`config.mk`:
```
export PLATFORM = sky130hd
export DESIGN_NAME = data_memory_ctrl
export DESIGN_NICKNAME = d
export VERILOG_FILES = /design/src/rtl/data_memory_ctrl.sv
export SDC_FILE = /design/constraint.sdc
export NUM_CORES = 2
export LEC_CHECK = 0
export BUFFER_PORTS_ARGS = -buffer_cell sky130_fd_sc_hd__buf_2
export CAP_MARGIN = 30
export CORE_UTILIZATION = 60
export CTS_BUF_LIST = sky130_fd_sc_hd__clkbuf_4 sky130_fd_sc_hd__clkbuf_8
export CTS_CLUSTER_DIAMETER = 120
export DETAILED_ROUTE_END_ITERATION = 7
export PLACE_DENSITY = 0.76
export SYNTH_ARGS = -nofsm -noshare
export SYNTH_HDL_FRONTEND = slang
export SYNTH_SLANG_ARGS = --single-unit
```
`constraint.sdc`:
```
create_clock -name clock -period 14 [get_ports clock]
set_clock_uncertainty 0.1 [all_clocks]
set_input_delay 2.1 -clock clock [delete_from_list [all_inputs] [get_ports clock]]
set_output_delay 2.1 -clock clock [all_outputs]
set_load 0.02 [all_outputs]
```
`src/rtl/data_memory_ctrl.sv`:
```
`default_nettype none
// ============================================================================
// Module   : data_memory_ctrl
// Brief    : Single-port data memory with registered read data, a hardware
//            clear sequence after reset, and out-of-range address flagging.
// Revision : 1.0 - initial release
// ============================================================================
module data_memory_ctrl #(
  parameter int DATA_WIDTH     = 8,
  parameter int ADDR_WIDTH     = 8,
  parameter int DEPTH          = 256,
  parameter bit CLEAR_ON_RESET = 1'b1
) (
  input  logic                  clock,
  input  logic                  reset_n,
  input  logic                  Rm,
  input  logic                  Wm,
  input  logic [ADDR_WIDTH-1:0] address,
  input  logic [DATA_WIDTH-1:0] RegVal,
  output logic [DATA_WIDTH-1:0] Data_out,
  output logic                  Data_valid,
  output logic                  busy,
  output logic                  addr_err
);

  // Counter just wide enough to hold DEPTH-1; also the in-range word index width.
  localparam int                    CNT_WIDTH = (DEPTH > 1) ? $clog2(DEPTH) : 1;
  localparam logic [CNT_WIDTH-1:0]  LAST_WORD = CNT_WIDTH'(DEPTH - 1);
  // One extra bit so DEPTH = 2^ADDR_WIDTH is representable in the range compare.
  localparam logic [ADDR_WIDTH:0]   DEPTH_EXT = (ADDR_WIDTH + 1)'(DEPTH);

  localparam logic [0:0] ST_CLEAR = 1'b0;
  localparam logic [0:0] ST_IDLE  = 1'b1;
  localparam logic [0:0] ST_RESET = CLEAR_ON_RESET ? ST_CLEAR : ST_IDLE;

  logic [0:0]            state;
  logic [CNT_WIDTH-1:0]  clr_cnt;
  logic [DATA_WIDTH-1:0] mem [DEPTH];

  logic                  in_range;
  logic [CNT_WIDTH-1:0]  word_idx;
  logic                  rd_go;
  logic                  wr_go;
  logic                  req_go;

  assign busy     = (state == ST_CLEAR);
  assign in_range = ({1'b0, address} < DEPTH_EXT);
  // Only meaningful when in_range; out-of-range accesses are masked below.
  assign word_idx = address[CNT_WIDTH-1:0];

  // Requests are only honoured once the clear sequence has finished.
  assign rd_go  = !busy && Rm;
  assign wr_go  = !busy && Wm && in_range;
  assign req_go = !busy && (Rm || Wm);

  // Clear sequencer: walk every word once, then hand over to normal operation.
  always_ff @(posedge clock or negedge reset_n) begin
    if (!reset_n) begin
      state   <= ST_RESET;
      clr_cnt <= '0;
    end else if (state == ST_CLEAR) begin
      if (clr_cnt == LAST_WORD) begin
        state   <= ST_IDLE;
        clr_cnt <= '0;
      end else begin
        clr_cnt <= clr_cnt + CNT_WIDTH'(1);
      end
    end
  end

  // Storage array: no reset so contents survive a reset pulse; held off while
  // reset is asserted so the forced clear pointer cannot scribble on word 0.
  always_ff @(posedge clock) begin
    if (reset_n) begin
      if (busy) begin
        mem[clr_cnt] <= '0;
      end else if (wr_go) begin
        mem[word_idx] <= RegVal;
      end
    end
  end

  // Registered read port and status pulses; a combined read/write returns the
  // new data, and an out-of-range read returns zero.
  always_ff @(posedge clock or negedge reset_n) begin
    if (!reset_n) begin
      Data_out   <= '0;
      Data_valid <= 1'b0;
      addr_err   <= 1'b0;
    end else begin
      Data_valid <= rd_go;
      addr_err   <= req_go && !in_range;
      if (rd_go) begin
        if (!in_range) begin
          Data_out <= '0;
        end else if (Wm) begin
          Data_out <= RegVal;
        end else begin
          Data_out <= mem[word_idx];
        end
      end
    end
  end

endmodule
`default_nettype wire

```
**Word level (Yosys, flattened, before mapping)**

Memory sizes are Yosys's and may differ from the RTL's.
Index checks and enable logic that the tools add are counted.

- $add $sub $neg: 1
- Bitwise logic cells: 1
- Multiply operators: 0
- Muxes and demuxes: 14
- Shift-type cells: 0
- Reduce and logical (&&, ||, !) cells: 3
- Equal/unequal tests: 1
- Order comparisons: 0
- Divide/modulo/power cells: 0

Operators with widths:

| kind | number |
|---|---|
| $mux 8 | 4 |
| $mux 1 | 10 |
| $add 8x1->8 const B | 1 |
| $eq 8x8->1 const B | 1 |
| $reduce_or 8->1 | 1 |
| $logic_and 1x1->1 | 2 |
| $not 1->1 | 1 |

- Memory bits (writable): 2,048
- Logic and storage cells: 25
- Memories kept: 1
- Latch bits: 0
- Bits in read-only memories: 0
- Bits of input ports: 20
- Flip-flop bits (word level): 18
- Output and inout port bits: 11

Memories:

| name | words | width | read ports | clocked after Yosys merged registers in | write ports | RTL line | source |
|---|---|---|---|---|---|---|---|
| mem | 256 | 8 | 1 | 0 | 1 | 38 | `logic [DATA_WIDTH-1:0] mem [DEPTH];` |

**Logic depth before layout (Yosys ltp)**

- Word-level depth: 7
- Gate-level depth with buffers: 12
- Mapped depth without buffers: 7

**Least setup slack after synthesis**

OpenSTA, ideal clock, no wires.

- Path type: input -> register
- Start point: in reset_n
- End point: mem mem[0][0] (data pin)
- Data required time: 13.031 ns
- Stages: 4
- Library setup time: 0.869 ns
- Slack: 6.980 ns
- Buffers on the path: 2
- Arrival time: 6.051 ns
- Path through: and3_1 -> clkbuf_1 -> clkbuf_1 -> and2_1

- Longest elaborated chain between the ends: 4

RTL lines:

| item | RTL line | source |
|---|---|---|
| start, declared | 15 | `input logic reset_n,` |
| $mux 1 | 74 | `if (reset_n) begin` |
| $mux 1 (not written as such) | 78 | `mem[word_idx] <= RegVal;` |
| $reduce_or 8->1 (no source line) | -- |  |
| $mux 8 (no source line) | -- |  |
| end, declared | 38 |  |

Every way passes these cells.

**Worst setup path after layout**

- Start point: in address[0]
- End point: reg Data_out[1]

- Longest elaborated chain between the ends: 2

RTL lines:

| item | RTL line | source |
|---|---|---|
| start, declared | 18 | `input logic [ADDR_WIDTH-1:0] address,` |
| $mem_v2 256x8 | -- |  |
| $mux 8 | 96 | `end else if (Wm) begin` |
| end signal, assigned | 97 | `Data_out <= RegVal;` |
| end signal, assigned | 99 | `Data_out <= mem[word_idx];` |
| end, declared | 20 | `output logic [DATA_WIDTH-1:0] Data_out,` |

Every way passes these cells.
A chain may end at the register's enable or synchronous reset.

==> results_dict.tcl <==
set metrics [dict create \
    period_needed_ns 6.02 \
    drtPass1Iterations 8 \
    power_mw 11.8 \
    synth.area.top_cells "edfxtp_1 76%, mux4_2 13%, nor2_1 1.4%" \
    power.density_mw_per_mm2 134 \
    grt_setup_unrepaired "no" \
    fmax_mhz 166 \
    grt_max_degree 126 \
    tightest_slew_ns 1.10 \
    yosys.area.top_type "edfxtp_1" \
    rows 133 \
    gp_congestion 0.925 \
    grt_antenna_before_repair 19 \
    async_flop_share_pct 0.871 \
    power.leakage_nw 22.4 \
    rr_startpoint "state" \
    setup_tns_ns 0 \
    root_buffer "clkbuf_8" \
    synth_top_area_share_pct 76.4 \
    crit_end "Data_out[1]" \
    worstPathArrival_ns 6.84 \
    clk_pin_slew_ns 0.06 \
    fin_crit_sh_pct 43.0 \
    viasPerCell 6.77 \
    overflow 0 \
    drtIter0Drc 6052 \
    synth.ff_latch_count 2066 \
    numCtsBuffers 328 \
    dp_hpwl_um 114000 \
    ant_nets 0 \
    run_status "complete, no violations" \
    start_util_pct 60.8 \
    clkSinkCount 2066 \
    dieArea_mm2 0.136 \
    n_fill_cell 8022 \
    drt-wirelength-per-cell_um 31.5 \
    startpoint "address[0]" \
    vias 40700 \
    endpoint_kind "flip-flop" \
    grt_use_total_pct 28.2 \
    mostFrequentLayoutCell "edfxtp_1" \
    die_w_um 368 \
    crit_path_start_kind "input port" \
    netlist_area_mm2 0.0805 \
    r2r_slack_ns 9.42 \
    ys.flop_type "edfxtp_1" \
    area_delta_synth_final_pct 10.1 \
    drive_gt1_share_pct 27.0 \
    post-route-drc-count 0 \
    grt_pass1_vias 39800 \
    cpPeakStageDelay_ns 0.84 \
    slew_headroom_pct 25.8 \
    cp_slowest_cell "buf_4" \
    multiInputGateArea_mm2 0.0171 \
    ir_worst_vdd_uv 72.2 \
    coreArea_mm2 0.132 \
    worstSetupPathType "input port to flip-flop" \
    seqCellArea_mm2 0.0619 \
    maxSlewViolCount 0 \
    layout_common_cells "2,048 x edfxtp_1, 481 x mux4_2, 337 x clkbuf_8, 302 x nor2_1, 98 x o22ai_1" \
    syn-num-nets 3821 \
    io_pins 31 \
    setup_viol 0 \
    netlist_instances 3800 \
    synth_edf_count 2048 \
    h-tree-depth 5 \
    cts_hold_buf 0 \
    fin_nets 4047 \
    clk_path_buf_depth 4 \
    synth_cell_types 64 \
    r2r_end "mem[22][2]" \
    syn_avg_cell_area_um2 21.2 \
    cp_data_required_time_ns 14.82 \
    cts_tree "built" \
    postCtsSetupRepairBufs 0 \
    clock_latency_ns 1.01 \
    cts_resized 0 \
    crit_fanout 112 \
    design_area_mm2 0.0886 \
    reg2reg_depth 5 \
    ys.warnings.count 0 \
    cap_viol_max_count 0 \
    crit_path_cell_trace "buf_8, buf_4, buf_12, mux2i_1, o221ai_1, o21ai_0, a211oi_1, nor4_1, or4_1, o22ai_1" \
    hold_class "flip-flop to flip-flop" \
    postPlaceCellArea_mm2 0.0822 \
    wirelength_um 189000 \
    port_buffers 29 \
    yosysSeqAreaShare_pct 77.0 \
    grt_pass1_wl_um 275000 \
    finalHoldViolations 0 \
    fp.dieH_um 368 \
]
==> state kept, by name, indices dropped and copies added (netlist names) <==
register / flops
mem: 2048
Data_out: 8
clr_cnt: 8
Data_valid: 1
state: 1
==> worst min path at each step <==
stage	start	endpoint	slack, ns	cells after the start
floorplan	clr_cnt[7]	clr_cnt[7]	0.40	1
global placement	Data_out[7]	Data_out[7]	0.43	2
detailed placement	Data_out[1]	Data_out[1]	0.44	2
CTS	Data_out[1]	Data_out[1]	0.45	2
global route	Data_out[1]	Data_out[1]	0.47	2
finish	Data_out[1]	Data_out[1]	0.46	2
==> worst max-delay path: cells and delay by family <==
kind / cells / cell delay (ns)
compound gates: 4 / 1.51
buf+inv: 3 / 2.00
mux: 1 / 0.17
simple gates: 2 / 0.63
==> cell families (layout without fill, tap and decap cells) <==
| family | after synthesis | after routing | share of synthesized area, % |
|---|---|---|---|
| flip-flops | 2066 | 2066 | 77.0 |
| multiplexers | 617 | 617 | 15.3 |
| AND/OR/NAND/NOR | 539 | 539 | 2.99 |
| AO/OA/AOI/OAI | 336 | 336 | 2.96 |
| buffers and inverters | 236 | 676 | 1.74 |
| XOR/XNOR | 4 | 4 | 0.0436 |
| adder cells (fa/ha/maj) | 1 | 1 | 0.0155 |
| other | 1 | 12 | 0.00466 |
==> synthesized netlist by cell type (20+ instances only) <==
cell type	number
nand2_1	79
a21oi_1	28
edfxtp_1	2048
mux2_2	43
buf_4	32
buf_2	92
mux2i_1	91
o22ai_1	98
clkbuf_1	75
o221ai_1	33
nor3_1	37
o21ai_0	38
a22oi_1	20
mux4_2	481
nand3_1	29
a211oi_1	26
nor2_1	302
==> per-stage QoR <==
step / setup WS [ns] / instances / hold slack (ns) / utilization (%)
5_1_grt: 7.79 / 6000 / 0.471 / 66.9
3_3_place_gp: 6.73 / 5421 / 0.426 / 62.0
2_1_floorplan: 6.98 / 3800 / 0.402 / -
3_5_place_dp: 6.89 / 5436 / 0.437 / 62.1
4_1_cts: 7.97 / 5980 / 0.451 / 66.7
6_report: 7.98 / 6006 / 0.459 / 66.9
==> cell type report <==
| cell class | count | share of cell area (%) |
|---|---|---|
| tap | 1755 | 2.48 |
| clock inverter | 123 | 0.877 |
| antenna | 11 | 0.0311 |
| clock buffer | 421 | 5.95 |
| sequential | 2066 | 70.0 |
| multi-input combinational | 1498 | 19.3 |
| timing repair buffer | 125 | 1.33 |
| inverter | 7 | 0.0311 |
==> where the power goes <==
| part | internal (mW) | switching (mW) | total [mW] |
|---|---|---|---|
| Combinational | 0.0983 | 0.182 | 0.281 |
| Clock | 2.61 | 2.25 | 4.85 |
| Sequential | 6.69 | 0 | 6.69 |
==> routing by layer <==
metal	share of wire [%]	GRT usage (%)	wire length, um	vias up
met1	38	40.8	72100	21100
met4	2.9	8.47	5510	22
met2	46	42.1	87800	2716
met3	12	8.47	23400	428
met5	0.067	0	126	-
li1	-	-	-	16400
No activity file was read; power rests on OpenSTA's default activity.
